**src/rtl/seg_disp_pkg.sv**
```systemverilog
// Shared types and constants for the multiplexed seven-segment display path.
package seg_disp_pkg;

  typedef enum logic [1:0] {IDLE, BLANK, SHOW} scan_state_t;

  localparam logic [3:0] BCD_BLANK = 4'hF;
  localparam logic [3:0] BCD_MAX   = 4'd9;

  function automatic logic bcd_valid(input logic [3:0] v);
    return v <= BCD_MAX;
  endfunction

endpackage

```
**src/rtl/seg_scan_timer.sv**
```systemverilog
// Loadable down-counter that paces the BLANK and SHOW phases of the digit scan.
module seg_scan_timer #(
  parameter int unsigned Width = 16
) (
  input  logic             clk,
  input  logic             rst,
  input  logic             clr_i,
  input  logic             load_i,
  input  logic [Width-1:0] load_val_i,
  output logic             done_o
);

  logic [Width-1:0] cnt_q, cnt_d;

  always_comb begin
    cnt_d = cnt_q;
    if (clr_i) begin
      cnt_d = '0;
    end else if (load_i) begin
      cnt_d = load_val_i;
    end else if (cnt_q != '0) begin
      cnt_d = cnt_q - 1'b1;
    end
  end

  always_ff @(posedge clk or posedge rst) begin
    if (rst) begin
      cnt_q <= '0;
    end else begin
      cnt_q <= cnt_d;
    end
  end

  // Loaded with N-1, so the phase lasts exactly N cycles including the done cycle.
  assign done_o = (cnt_q == '0);

endmodule

```
**src/rtl/seven_seg_scan_controller.sv**
```systemverilog
// Scans NUM_DIGITS snapshotted BCD digits onto a shared encoder with blanking gaps.
// Optional leading-zero suppression is enabled by defining LEADING_ZERO_BLANK_EN.
module seven_seg_scan_controller
  import seg_disp_pkg::*;
#(
  parameter int unsigned NUM_DIGITS   = 4,
  parameter int unsigned SCAN_DIV     = 50000,
  parameter int unsigned BLANK_CYCLES = 500
) (
  input  logic                    clk,
  input  logic                    rst,
  input  logic                    en,
  input  logic [4*NUM_DIGITS-1:0] digits_bcd,
  input  logic [NUM_DIGITS-1:0]   dp_in,
  output logic [3:0]              bcd_out,
  output logic [NUM_DIGITS-1:0]   an_n,
  output logic                    dp_n,
  output logic                    frame_tick
);

  localparam int unsigned MaxCnt = (SCAN_DIV > BLANK_CYCLES) ? SCAN_DIV : BLANK_CYCLES;
  localparam int unsigned CntW   = $clog2(MaxCnt + 1);
  localparam int unsigned IdxW   = $clog2(NUM_DIGITS);

  localparam logic [CntW-1:0] ShowLoad  = CntW'(SCAN_DIV - 1);
  localparam logic [CntW-1:0] BlankLoad = CntW'(BLANK_CYCLES - 1);
  localparam logic [IdxW-1:0] LastIdx   = IdxW'(NUM_DIGITS - 1);

`ifdef LEADING_ZERO_BLANK_EN
  localparam bit LzEn = 1'b1;
`else
  localparam bit LzEn = 1'b0;
`endif

  // Per-digit lit mask: invalid codes are dark; optionally leading zeros too.
  function automatic logic [NUM_DIGITS-1:0] show_mask(input logic [4*NUM_DIGITS-1:0] d,
                                                      input logic [NUM_DIGITS-1:0]   dp);
    logic [NUM_DIGITS-1:0] mask;
    logic                  lead;
    logic [3:0]            v;
    mask = '0;
    lead = 1'b1;
    for (int i = NUM_DIGITS - 1; i >= 0; i--) begin
      v       = d[4*i +: 4];
      mask[i] = bcd_valid(v);
      if (LzEn && (i != 0) && lead && (v == 4'd0) && !dp[i]) begin
        mask[i] = 1'b0;
      end
      lead = lead && (v == 4'd0);
    end
    return mask;
  endfunction

  scan_state_t             state_q;
  logic [IdxW-1:0]         idx_q;
  logic [4*NUM_DIGITS-1:0] snap_bcd_q;
  logic [NUM_DIGITS-1:0]   snap_dp_q;
  logic [3:0]              bcd_q;
  logic [NUM_DIGITS-1:0]   an_n_q;
  logic                    dp_n_q;
  logic                    frame_tick_q;

  logic                    tmr_done;
  logic                    tmr_load;
  logic [CntW-1:0]         tmr_val;
  logic [NUM_DIGITS-1:0]   vis_snap;
  logic                    last_idx;
  logic [IdxW-1:0]         idx_nxt;
  logic [3:0]              wrap_bcd;
  logic [3:0]              next_bcd;
  logic [NUM_DIGITS-1:0]   an_show;
  logic                    dp_show;

  always_comb begin
    vis_snap = show_mask(snap_bcd_q, snap_dp_q);
    tmr_load = en && ((state_q == IDLE) || tmr_done);
    tmr_val  = (state_q == BLANK) ? ShowLoad : BlankLoad;
    last_idx = (idx_q == LastIdx);
    idx_nxt  = last_idx ? '0 : idx_q + 1'b1;
    // Digit 0 is never leading-zero blanked, so validity alone decides it.
    wrap_bcd = bcd_valid(digits_bcd[3:0]) ? digits_bcd[3:0] : BCD_BLANK;
    next_bcd = vis_snap[idx_nxt] ? snap_bcd_q[4*idx_nxt +: 4] : BCD_BLANK;
    an_show  = '1;
    if (vis_snap[idx_q]) begin
      an_show[idx_q] = 1'b0;
    end
    dp_show = ~(vis_snap[idx_q] & snap_dp_q[idx_q]);
  end

  seg_scan_timer #(
    .Width(CntW)
  ) u_timer (
    .clk       (clk),
    .rst       (rst),
    .clr_i     (~en),
    .load_i    (tmr_load),
    .load_val_i(tmr_val),
    .done_o    (tmr_done)
  );

  always_ff @(posedge clk or posedge rst) begin
    if (rst) begin
      state_q      <= IDLE;
      idx_q        <= '0;
      snap_bcd_q   <= '0;
      snap_dp_q    <= '0;
      bcd_q        <= 4'h0;
      an_n_q       <= '1;
      dp_n_q       <= 1'b1;
      frame_tick_q <= 1'b0;
    end else if (!en) begin
      state_q      <= IDLE;
      idx_q        <= '0;
      bcd_q        <= 4'h0;
      an_n_q       <= '1;
      dp_n_q       <= 1'b1;
      frame_tick_q <= 1'b0;
    end else begin
      frame_tick_q <= 1'b0;
      unique case (state_q)
        IDLE: begin
          state_q      <= BLANK;
          idx_q        <= '0;
          snap_bcd_q   <= digits_bcd;
          snap_dp_q    <= dp_in;
          frame_tick_q <= 1'b1;
          bcd_q        <= wrap_bcd;
          an_n_q       <= '1;
          dp_n_q       <= 1'b1;
        end
        BLANK: begin
          if (tmr_done) begin
            state_q <= SHOW;
            an_n_q  <= an_show;
            dp_n_q  <= dp_show;
          end
        end
        SHOW: begin
          if (tmr_done) begin
            state_q <= BLANK;
            idx_q   <= idx_nxt;
            an_n_q  <= '1;
            dp_n_q  <= 1'b1;
            if (last_idx) begin
              snap_bcd_q   <= digits_bcd;
              snap_dp_q    <= dp_in;
              frame_tick_q <= 1'b1;
              bcd_q        <= wrap_bcd;
            end else begin
              bcd_q <= next_bcd;
            end
          end
        end
        default: state_q <= IDLE;
      endcase
    end
  end

  assign bcd_out    = bcd_q;
  assign an_n       = an_n_q;
  assign dp_n       = dp_n_q;
  assign frame_tick = frame_tick_q;

endmodule

```
**config.mk**
```make
export PLATFORM = sky130hd
export DESIGN_NAME = seven_seg_scan_controller
export DESIGN_NICKNAME = d
export VERILOG_FILES = /design/src/rtl/seg_disp_pkg.sv /design/src/rtl/seg_scan_timer.sv /design/src/rtl/seven_seg_scan_controller.sv
export SDC_FILE = /design/constraint.sdc
export NUM_CORES = 1
export LEC_CHECK = 0
export CAP_MARGIN = 5
export CORE_MARGIN = 4
export CORE_UTILIZATION = 44
export CTS_BUF_LIST = sky130_fd_sc_hd__clkbuf_8 sky130_fd_sc_hd__clkbuf_16
export CTS_CLUSTER_SIZE = 24
export DETAILED_ROUTE_END_ITERATION = 8
export GPL_TIMING_DRIVEN = 0
export PLACE_DENSITY = 0.65
export SLEW_MARGIN = 20
export SYNTH_ARGS = -nofsm -noshare
export SYNTH_HDL_FRONTEND = slang
export SYNTH_SLANG_ARGS = --single-unit
```
**constraint.sdc**
```tcl
create_clock -name clk -period 4.95 [get_ports clk]
set_input_delay 0.99 -clock clk [delete_from_list [all_inputs] [get_ports clk]]
set_output_delay 0.99 -clock clk [all_outputs]
set_load 0.02 [all_outputs]
```
# --- After elaboration in Yosys (flattened, before gate mapping) ---
# Index checks and enable logic that the tools add are counted.
totals:
  reg_bits: 50
  out_inout_bits: 10
  inputBits: 23
  word_cells: 89
op_classes:
  n_mux: 45
  shift: 1
  bitwise_logic: 3
  addsub: 2
  n_eq_ne: 10
  reduce_logical: 11
  n_lt_le_gt_ge: 8
ops:
  columns: ["op", "n"]
  rows:
  - ["$mux 16", 6]
  - ["$mux 4", 11]
  - ["$pmux 16 s2", 1]
  - ["$le 4x4->1 const B", 5]
  - ["$logic_not 16->1", 1]
  - ["$pmux 4 s2", 2]
  - ["$reduce_bool 16->1", 1]
  - ["$shiftx 16x5->4", 1]
  - ["$sub 16x1->16 const B", 1]
  - ["$mux 2", 6]
  - ["$pmux 4 s3", 1]
  - ["$mux 1", 10]
  - ["$bmux 1 s2", 3]
  - ["$lt 2x3->1 const B", 2]
  - ["$ne 3x1->1 const B", 2]
  - ["$ne 3x3->1 const B", 2]
  - ["$pmux 2 s3", 1]
  - ["$eq 2x2->1 const B", 2]
  - ["$ne 2x2->1 const B", 2]
  - ["$ne 4x1->1 const B", 1]
  - ["$not 4->4", 1]
  - ["$pmux 2 s2", 1]
  - ["$reduce_and 2->1", 2]
  - ["$reduce_and 4->1", 1]
  - ["13 further kinds", 14]

# --- Longest topological paths before layout ---
# Gate-level depths: netlist (run 1).
logic_depth:
  word_depth: 9
  ltp_mapped: 8
  mapped_depth_nobuf: 6

# --- Hierarchy ---
# From an unflattened synthesis (run 1), not the netlist that was laid out.
unflattened:
  cells_unflattened: 261
  hier_area_um2: 3016.6
by_module_without_submodules:
  columns: ["module", "area_per_inst_um2", "seq_area_each_um2", "cells_each", "instances"]
  rows:
  - ["seven_seg_scan_controller", 1861.8, 857.1, 141, 1]
  - ["seg_scan_timer", 1154.9, 400.4, 120, 1]

# --- Least setup slack after synthesis (run 1) ---
# No wires, ideal clock.
synth_path:
  kind: "input-to-reg"
  from: "in en"
  to: "reg snap_bcd_q[0]"
  setup_ps: 125
  required_ps: 4825
  stages: 5
  path_buffers: 2
  arrival_ps: 2139
  slack_ps: 2685
  cell_sequence: "clkbuf_1 > inv_1 > a211oi_2 > buf_6 > mux2_4"
synth_via:
  elab_chain_cells: 1
synth_rtl:
  columns: ["item", "line", "rtl"]
  rows:
  - ["start, declared", "seven_seg_scan_controller.sv:12", "input logic en,"]
  - ["$reduce_and 4->1 (no source line)", null, null]
  - ["end signal, assigned", "seven_seg_scan_controller.sv:124", "snap_bcd_q <= digits_bcd;"]
  - ["end signal, assigned", "seven_seg_scan_controller.sv:145", "snap_bcd_q <= digits_bcd;"]
  - ["end, declared", "seven_seg_scan_controller.sv:56", "logic [4*NUM_DIGITS-1:0] snap_bcd_q;"]
# Every way passes these cells.
# A chain may end at the register's enable or synchronous reset.

# --- Worst setup path in the final report (run 1) ---
layout_path:
  from: "reg idx_q[0]"
  to: "reg bcd_q[2] (netlist: bcd_out[2])"
layout_via:
  elab_chain_cells: 9
  elab_cells_between_ends: 11
  classes_between: "add/sub (1); eq/ne (1); shift (1); mux (8)"
layout_rtl:
  columns: ["item", "line", "rtl"]
  rows:
  - ["start, declared", "seven_seg_scan_controller.sv:55", "logic [IdxW-1:0] idx_q;"]
  - ["start signal, assigned", "seven_seg_scan_controller.sv:141", "idx_q <= idx_nxt;"]
  - ["branches (longest 5 deep; another with $add 2x1->2)", null, null]
  - ["$mux 4 *", "seven_seg_scan_controller.sv:144", "if (last_idx) begin"]
  - ["$mux 4 *", "seven_seg_scan_controller.sv:139", "if (tmr_done) begin"]
  - ["$pmux 4 s2 *", "seven_seg_scan_controller.sv:120", "unique case (state_q)"]
  - ["$mux 4 *", "seven_seg_scan_controller.sv:111", "end else if (!en) begin"]
  - ["end signal, assigned", "seven_seg_scan_controller.sv:127", "bcd_q <= wrap_bcd;"]
  - ["end signal, assigned", "seven_seg_scan_controller.sv:148", "bcd_q <= wrap_bcd;"]
  - ["end signal, assigned", "seven_seg_scan_controller.sv:150", "bcd_q <= next_bcd;"]
  - ["end, declared", "seven_seg_scan_controller.sv:58", "logic [3:0] bcd_q;"]
# Mark *: on every way between the ends. The select of a mux whose other input is x is not followed.

==> flow_summary.toml, run 1 <==
[placement]
dpl_cell_area_sq_um = 3170
io_buffers = 31
dp_slack_ns = 2.41
gp_congestion = 0.801
hpwl_microns = 4210

[worst_setup_path]
cp_cell_sequence = "clkbuf_1 -> inv_1 -> ha_1 -> clkbuf_1 -> o21bai_1 -> o22ai_1 -> nor4_1 -> o22ai_1"
end_kind = "register"
cp_top_family = "buffers and inverters"
path_buf_inv = 3
start_kind = "register"
cpMaxStageDelayCell = "dfrtp_1"
path_max_fanout = 10
criticalPathCategory = "register to register"
rr_startpoint = "idx_q[0]"
required_ns = 5.12
startpoint = "idx_q[0]"
cpPeakStageDelay_ns = 0.46
arrival_ns = 2.75

[layout]
drive_gt1_frac = 0.181
final_cell_area_sq_um = 3300
nets = 308
areaGrowthSynthToFinish_pct = 20.5
fillers = 541
fin_util = 0.552
diodes = 0

[cts]
cts.repair.resized = 0
cts-htree-levels = 2
postCtsHoldBufs = 0
cts.sinks = 50
cts_made_buffers = 5
clkTransAtPathRegs_ns = 0.10
cts_setup_buffers = 0
cts_tree = "yes"
root_buffer = "clkbuf_8"
cts.path.max_buffers = 2
clk_latency_ns = 0.31

[logic_synthesis]
yosysUniqueCellTypes = 45
ys_warn_count = 0
synth_top_area_cell = "dfrtp_1"
synthCells = 237
syn_area_sq_um = 2740
ys_seq_area_frac = 0.458
synth_area_leaders = "dfrtp_1 (41%), mux2_4 (11%), dfstp_2 (4.8%)"
synth_nets = 269
synth_top_area_frac = 0.411
avgSynthCellArea_sq_um = 11.6
synth_seq_cells = 50

[route]
drt_iter0_markers = 103
drtPass1Iterations = 4
viasPerCell = 5.61
wl_per_cell_microns = 16.2
drc = 0
routed_wl_microns = 5690
num_vias = 1973
postRouteAntennaNets = 0

[sta]
final.setup_skew_ns = 0.0106
setup_ws_ns = 2.38
final.min_clock_period_ns = 2.57
finalSetupViolCount = 0
period_share = 0.520
fmax_mhz = 389
worst_pin_slew_ns = 0.763
max_slew_margin = 0.486
drv_slew = 0
rsz0062_at_grt = "no"
hold_viol = 0
tns_ns = 0
hold_slack_ns = 0.473

[pwr]
power_leakage_nw = 1.40
powerDensity_nw_per_um2 = 486
peakVddDrop_mv = 0.297

[die]
core.rowCount = 28
die_w_microns = 87.0
dieArea_sq_um = 7560
initial_utilization = 0.458
fp.dieH_microns = 87.0
io_pins = 33
coreArea_sq_um = 5990

[global_routing]
grt_pass1_wl_microns = 9990
antenna_found_initial = 0
grt_max_degree = 30
grt_pass1_vias = 2017
gr-usage-all-layers = 0.166
grt-ovfl-total = 0

[worst_hold_path]
min-delay-start = "an_n[1]"
hp-class = "register to register"

[flow_run]
drv_cap = 0

[status]
status = "completed"
[path summary, 6_finish.rpt]
check	to	slack, ns	cells past startpoint
max	bcd_out[2]	2.38	8
min	an_n[1]	0.47	2
max reg2reg	bcd_out[2]	2.38	8
min reg2reg	an_n[1]	0.47	2
max in group asynchronous	an_n[0]	3.35	3
min in group asynchronous	snap_dp_q[1]	1.02	2
[layer usage]
layer / wire length (microns) / track usage / vias to the layer above / share of wire
met5: 0 / 0 / - / 0
met4: 59 / 0.0425 / 0 / 0.010
met3: 201 / 0.0331 / 6 / 0.035
met2: 2800 / 0.273 / 27 / 0.49
met1: 2630 / 0.223 / 994 / 0.46
li1: - / - / 946 / -
[synth_stat cells (all sizes together)]
master / count
dfrtp: 45
a21oi: 20
mux2: 20
inv: 17
nor2: 13
o21ai: 12
nand2: 10
ha: 9
nor4: 7
xor2: 7
mux2i: 6
clkbuf: 5
dfstp: 5
mux4: 5
nand4: 5
a21boi: 4
a31oi: 4
o22ai: 4
o31ai: 4
xnor2: 4
nand3: 3
a211oi: 2
a41oi: 2
buf: 2
nand2b: 2
nor3: 2
nor4b: 2
o2111ai: 2
o211ai: 2
or3: 2
or4: 2
and2: 1
and4: 1
nand4b: 1
nor2b: 1
nor3b: 1
o2111a: 1
o21bai: 1
o311ai: 1
[cell usage in the layout (no fill, tap or decap), drive strengths merged, types with 2 or more instances in the layout]
cell type and count:
dfrtp 45, clkdlybuf4s50 31, a21oi 20, mux2 20
inv 17, nor2 13, o21ai 12, nand2 10
clkbuf 10, ha 9, xor2 7, nor4 7
mux2i 6, mux4 5, dfstp 5, nand4 5
a21boi 4, xnor2 4, o31ai 4, a31oi 4
o22ai 4, nand3 3, buf 3, o211ai 2
o2111ai 2, nor3 2, a41oi 2, nand2b 2
or3 2, bufinv 2, nor4b 2, or4 2
a211oi 2
[cell type report]
cell class | instances | area [sq um] | area share
multi-input cells | 163 | 1380 | 0.418
flip-flops and latches | 50 | 1260 | 0.381
repair buffers | 32 | 330 | 0.100
well taps | 75 | 93.8 | 0.0284
clock buffers | 5 | 68.8 | 0.0208
clock inverters | 3 | 68.8 | 0.0208
inverters | 17 | 63.8 | 0.0193
plain buffers | 7 | 41.3 | 0.0125
[power breakdown]
group	internal, mW	switching [mW]	total [mW]
sequential	0.540	0.128	0.668
combinational	0.314	0.280	0.594
clock	0.202	0.140	0.343
total	1.06	0.548	1.60
[through the flow]
step                      cells  total power, mW
after floorplan             237             1.10
after global placement      343             1.25
after detailed placement    344             1.27
after CTS                   352             1.62
after global routing        352             1.70
final                       352             1.60
[logic make-up (layout without fill, tap and decap cells)]
family,Yosys count,in the layout,share of synthesized area
AO/OA/AOI/OAI,59,59,0.135
AND/OR/NAND/NOR,53,53,0.119
flip-flops,50,50,0.458
multiplexers,31,31,0.172
buffers and inverters,24,64,0.0383
XOR/XNOR,11,11,0.0351
adder cells (fa/ha/maj),9,9,0.0411
[state kept, by name, indices dropped and copies added, names as in the netlist]
register       count
frame_tick         1
u_timer.cnt_q     16
dp_n               1
idx_q              2
bcd_out            4
state_q            2
snap_bcd_q        16
an_n               4
snap_dp_q          4
[worst min-delay path, cell delays in order, from the launching register on]
cell     delay (ns)
dfstp_2        0.38
inv_1          0.04
mux2i_1        0.05
Note: power is estimated with default switching activity, not from simulation.
==> run 2: changes to the inputs <==
==> constraint.sdc (replaced) <==
create_clock -name clk -period 2.4 [get_ports clk]
set_input_delay 0.48 -clock clk [delete_from_list [all_inputs] [get_ports clk]]
set_output_delay 0.48 -clock clk [all_outputs]
set_load 0.02 [all_outputs]
==> run 2 against run 1 <==
- hold slack about the same
- sequential power is 110% higher
- core utilization up 0.48 points
- critical path depth down 3
- count of clock-buffer cells in the layout did not move
- clock skew down 0.0022 ns
- largest power group unchanged
- fmax up 14%
- worst setup slack worse by 2.2 ns
- global-route usage about the same
- flip-flop and latch count is the same
- via count unchanged
- combinational power rose by 110%
- highest routed layer unchanged
==> flow_summary.toml, run 2 (synthesized netlist as in run 1, its figures left out) <==
[status]
status = "completed"

[worst_setup_path]
reg2reg_slack_ns = 0.14
criticalPathCategory = "register to register"
end_kind = "register"
path_max_fanout = 7
arrival_ns = 2.44
required_ns = 2.57
start_kind = "register"

[placement]
gp_congestion = 0.801
io_buffers = 31
hpwl_microns = 4210

[route]
drt_iter0_markers = 97
num_vias = 1973
drc = 0
drtPass1Iterations = 4
wl_per_cell_microns = 16.3
viasPerCell = 5.62
postRouteAntennaNets = 0
routed_wl_microns = 5720

[sta]
final.setup_skew_ns = 0.00840
hold_viol = 0
period_share = 0.942
drv_slew = 0
max_slew_margin = 0.637
fmax_mhz = 442
finalSetupViolCount = 0
tns_ns = 0
rsz0062_at_grt = "yes"
final.min_clock_period_ns = 2.26
worst_pin_slew_ns = 0.545

[global_routing]
antenna_found_initial = 0
gr-usage-all-layers = 0.166
grt-ovfl-total = 0
grt_pass1_vias = 2009
grt_max_degree = 30
grt_pass1_wl_microns = 9990

[cts]
cts-htree-levels = 2
root_buffer = "clkbuf_8"
cts.sinks = 50
cts_tree = "yes"
clk_latency_ns = 0.31
cts_made_buffers = 5
cts_setup_buffers = 0
clkTransAtPathRegs_ns = 0.09
cts.path.max_buffers = 2

[pwr]
p_total_mw = 3.33
powerDensity_nw_per_um2 = 998
power_leakage_nw = 1.41
peakVddDrop_mv = 0.614

[layout]
final_common_cell = "dfrtp_1"
fillers = 534
areaGrowthSynthToFinish_pct = 21.5
nets = 307
fin_util = 0.556
drive_gt1_frac = 0.199
final_cell_mix = "dfrtp_1 (45), clkdlybuf4s50_1 (31), a21oi_1 (20), mux2_4 (20), inv_1 (16)"
diodes = 0
largestRegisters = "snap_bcd_q x16, u_timer.cnt_q x16"

[die]
core.rowCount = 28
initial_utilization = 0.458
io_pins = 33
dieArea_sq_um = 7560
fp.dieH_microns = 87.0
die_w_microns = 87.0
coreArea_sq_um = 5990

[flow_run]
drv_cap = 0

[worst_hold_path]
hp-class = "register to register"
-- run 2: cell count changes in the layout (fill, tap and decap cells not counted), sizes merged --
cell | previous run | this run
clkbuf | 10 | 9
-- run 2: layout make-up --
cell class / instances / area [sq um] / share of cell area
Buffer: 6 / 38.8 / 0.0116
Clock buffer: 5 / 68.8 / 0.0206
Clock inverter: 3 / 68.8 / 0.0206
Inverter: 17 / 63.8 / 0.0191
Multi-Input combinational cell: 163 / 1410 / 0.423
Sequential cell: 50 / 1260 / 0.377
Tap cell: 75 / 93.8 / 0.0282
Timing Repair Buffer: 32 / 330 / 0.0991
-- run 2: final timing paths --
kind / start / end / cells after the start
worst max-delay path: idx_q[0] / bcd_out[2] / 5
worst min-delay path: an_n[1] / an_n[1] / 2
worst max register to register: idx_q[0] / bcd_out[2] / 5
worst min register to register: an_n[1] / an_n[1] / 2
max in group asynchronous: rst / an_n[0] / 3
min in group asynchronous: rst / snap_dp_q[1] / 2
-- run 2: layer usage --
| layer | track usage | vias up | wire length (microns) |
|---|---|---|---|
| met2 | 0.273 | 31 | 2800 |
| met1 | 0.224 | 984 | 2650 |
| li1 | - | 952 | - |
| met3 | 0.0331 | 6 | 205 |
| met5 | 0 | - | 0 |
| met4 | 0.0425 | 0 | 59 |
-- run 2: critical path, stage by stage (launching register included) --
cell	delay [ns]
dfrtp_1	0.46
ha_1	0.32
nor2_2	0.32
mux4_2	0.55
nor4_1	0.32
o22ai_1	0.15
-- run 2: what timing repair did --
item | 4_1_cts | 5_1_grt
gates resized for setup | 4 | 5
hold buffers | 0 | 0
setup endpoints to repair | 24 | 23
pin swaps | 0 | 0
gates cloned | 0 | 0
-- run 2: stage by stage --
stage	setup slack [ns]	instances	hold WS [ns]	instance area (sq um)
floorplan	0.237	237	0.476	2740
global placement	-0.250	343	0.457	3150
detailed placement	-0.138	344	0.460	3170
CTS	0.0311	351	0.477	3310
global route	-0.0308	351	0.514	3330
finish	0.139	351	0.472	3330
-- run 2: report_power, final --
part / internal [mW] / total (mW) / switching, mW
registers: 1.11 / 1.38 / 0.270
clock network: 0.418 / 0.706 / 0.288
logic: 0.654 / 1.24 / 0.583
==> run 3: changes to the inputs <==
--- a/config.mk
+++ b/config.mk
@@ -5,14 +5,14 @@
 export SDC_FILE = /design/constraint.sdc
 export NUM_CORES = 1
 export LEC_CHECK = 0
+export ABC_AREA = 1
 export CAP_MARGIN = 5
-export CORE_MARGIN = 4
+export CORE_MARGIN = 3
 export CORE_UTILIZATION = 44
 export CTS_BUF_LIST = sky130_fd_sc_hd__clkbuf_8 sky130_fd_sc_hd__clkbuf_16
 export CTS_CLUSTER_SIZE = 24
 export DETAILED_ROUTE_END_ITERATION = 8
 export GPL_TIMING_DRIVEN = 0
-export PLACE_DENSITY = 0.65
 export SLEW_MARGIN = 20
 export SYNTH_ARGS = -nofsm -noshare
 export SYNTH_HDL_FRONTEND = slang
==> run 3 against run 2 <==
- highest routed layer unchanged
- largest power group is now combinational logic
- global-route usage rose by 3.6 points
- area after synthesis grew 8.3%
- critical path depth grew 5
==> flow_summary.toml, run 3 <==
[worst_setup_path]
start_kind = "register"
end_kind = "register"
crit_top_cell = "nand2_1"
arrival_ns = 2.26
cpMaxStageDelayCell = "dfrtp_1"
cp_cell_sequence = "inv_2 -> ha_1 -> clkbuf_1 -> inv_1 -> nand3_1 -> nand2_1 -> nor2_1 -> nand2_1 -> nand3_1 -> nand2_1"
criticalPathCategory = "register to register"
cp_top_family = "buffers and inverters"
path_max_fanout = 9
reg2reg_slack_ns = 0.35
path_buf_inv = 3
required_ns = 2.61
cpPeakStageDelay_ns = 0.56

[sta]
finalSetupViolCount = 0
rsz0062_at_grt = "no"
max_slew_margin = 0.665
worst_pin_slew_ns = 0.501
fmax_mhz = 488
hold_viol = 0
period_share = 0.854
drv_slew = 0
final.min_clock_period_ns = 2.05
setup_ws_ns = 0.350
final.setup_skew_ns = 0.0113
tns_ns = 0

[placement]
dpl_cell_area_sq_um = 3410
dp_slack_ns = 0.338
gp_congestion = 0.880
hpwl_microns = 5390
io_buffers = 32

[global_routing]
grt_max_degree = 29
grt_pass1_wl_microns = 12200
gr-usage-all-layers = 0.202
grt_pass1_vias = 2430
grt-ovfl-total = 0
antenna_found_initial = 0

[cts]
cts.path.max_buffers = 2
cts.repair.resized = 0
cts-htree-levels = 2
cts.sinks = 50
clk_latency_ns = 0.31
clkTransAtPathRegs_ns = 0.10
postCtsHoldBufs = 0
cts_made_buffers = 5
cts_setup_buffers = 0
cts_tree = "yes"
root_buffer = "clkbuf_8"

[logic_synthesis]
synth_seq_cells = 50
synth_most_common_cell = "nand2_1"
synthCells = 403
yosysUniqueCellTypes = 27
synth_nets = 435
synth.top_cells.by_count = "nand2_1 (136), dfrtp_1 (45), nand3_1 (40)"
ys_seq_area_frac = 0.423
ys_async_sr_fraction = 1.00
synth_top_area_cell = "dfrtp_1"
ys_warn_count = 0
synth_area_leaders = "dfrtp_1 (38%), nand2_1 (17%), nand3_1 (6.7%)"
synth_edf_count = 0
synth_ff_type = "dfrtp_1"
avgSynthCellArea_sq_um = 7.37
syn_area_sq_um = 2970
synth_top_area_frac = 0.379

[pwr]
internal_power_mw = 2.27
clkPwrFrac = 0.126
powerDensity_nw_per_um2 = 1200
combPwrFrac = 0.526
peakVddDrop_mv = 0.524
p_total_mw = 4.20
switching_share = 0.460
switchingPower_mw = 1.93
pwr-share-seq = 0.348
power_leakage_nw = 1.79

[die]
fp.dieH_microns = 88.2
io_pins = 33
coreArea_sq_um = 6460
core.rowCount = 29
die_w_microns = 88.2
dieArea_sq_um = 7770
initial_utilization = 0.460

[route]
viasPerCell = 5.07
routed_wl_microns = 7150
drc = 0
wl_per_cell_microns = 13.7
num_vias = 2641
drt_iter0_markers = 137
postRouteAntennaNets = 0
drtPass1Iterations = 4

[layout]
drive_gt1_frac = 0.117
fin_util = 0.542
final_common_cell = "nand2_1"
final_cell_area_sq_um = 3500
diodes = 0
nets = 475
final_cell_mix = "nand2_1 (136), dfrtp_1 (45), nand3_1 (40), inv_1 (39), nor2_1 (38)"
largestRegisters = "snap_bcd_q x16, u_timer.cnt_q x16"
areaGrowthSynthToFinish_pct = 17.8

[worst_hold_path]
hp-class = "register to register"

[status]
status = "completed"

[flow_run]
drv_cap = 0
==> run 3: cells by family after synthesis <==
family	count (synthesis)	synth area share
AOI/OAI and AO/OA	21	0.0362
xor gates and xnor gates	7	0.0206
adders and majority gates	9	0.0379
buffers and inverters	54	0.0800
DFF	50	0.423
and+or+nand+nor	262	0.402
==> run 3: power by group through the flow <==
stage / sequential, mW / clock [mW] / combinational, mW
2_1_floorplan: 1.51 / 0 / 1.56
3_3_place_gp: 1.47 / 0 / 2.18
3_5_place_dp: 1.47 / 0 / 2.20
4_1_cts: 1.46 / 0.535 / 2.22
5_1_grt: 1.50 / 0.571 / 2.52
6_report: 1.46 / 0.530 / 2.21
==> run 3: stage by stage <==
step                hold WS [ns]  std cells
floorplan                  0.437        403
global placement           0.455        512
detailed placement         0.456        513
CTS                        0.472        521
global route               0.487        521
finish                     0.468        521
==> run 3: final timing paths <==
check | from | end | depth (start not counted)
max reg2reg | idx_q[0] | bcd_out[1] | 10
max in group asynchronous | rst | snap_bcd_q[4] | 3
max | idx_q[0] | bcd_out[1] | 10
min in group asynchronous | rst | frame_tick | 2
min reg2reg | dp_n | dp_n | 2
min | dp_n | dp_n | 2
==> run 3: worst reg2reg max path: stages (launching register included) <==
cell and delay (ns):
dfrtp_1 0.56, inv_2 0.15, ha_1 0.31, clkbuf_1 0.30, inv_1 0.16, nand3_1 0.12, nand2_1 0.05, nor2_1 0.08
nand2_1 0.05, nand3_1 0.11, nand2_1 0.06
==> run 3: metal layers <==
layer  wire length, microns  global-route usage  vias to the layer above
met5                      0                   0                        -
met4                     99              0.0549                        0
met3                    364              0.0376                       11
met2                   2980               0.290                       60
met1                   3710               0.307                     1211
li1                       -                   -                     1359
==> run 3: final cells by class <==
class | instances | area, sq um
plain buffers | 11 | 73.8
clock buffers | 6 | 82.6
clock inverters | 2 | 8.76
fillers | 638 | 2960
inverters | 43 | 164
multi-input cells | 299 | 1480
flip-flops and latches | 50 | 1260
well taps | 77 | 96.3
repair buffers | 33 | 340
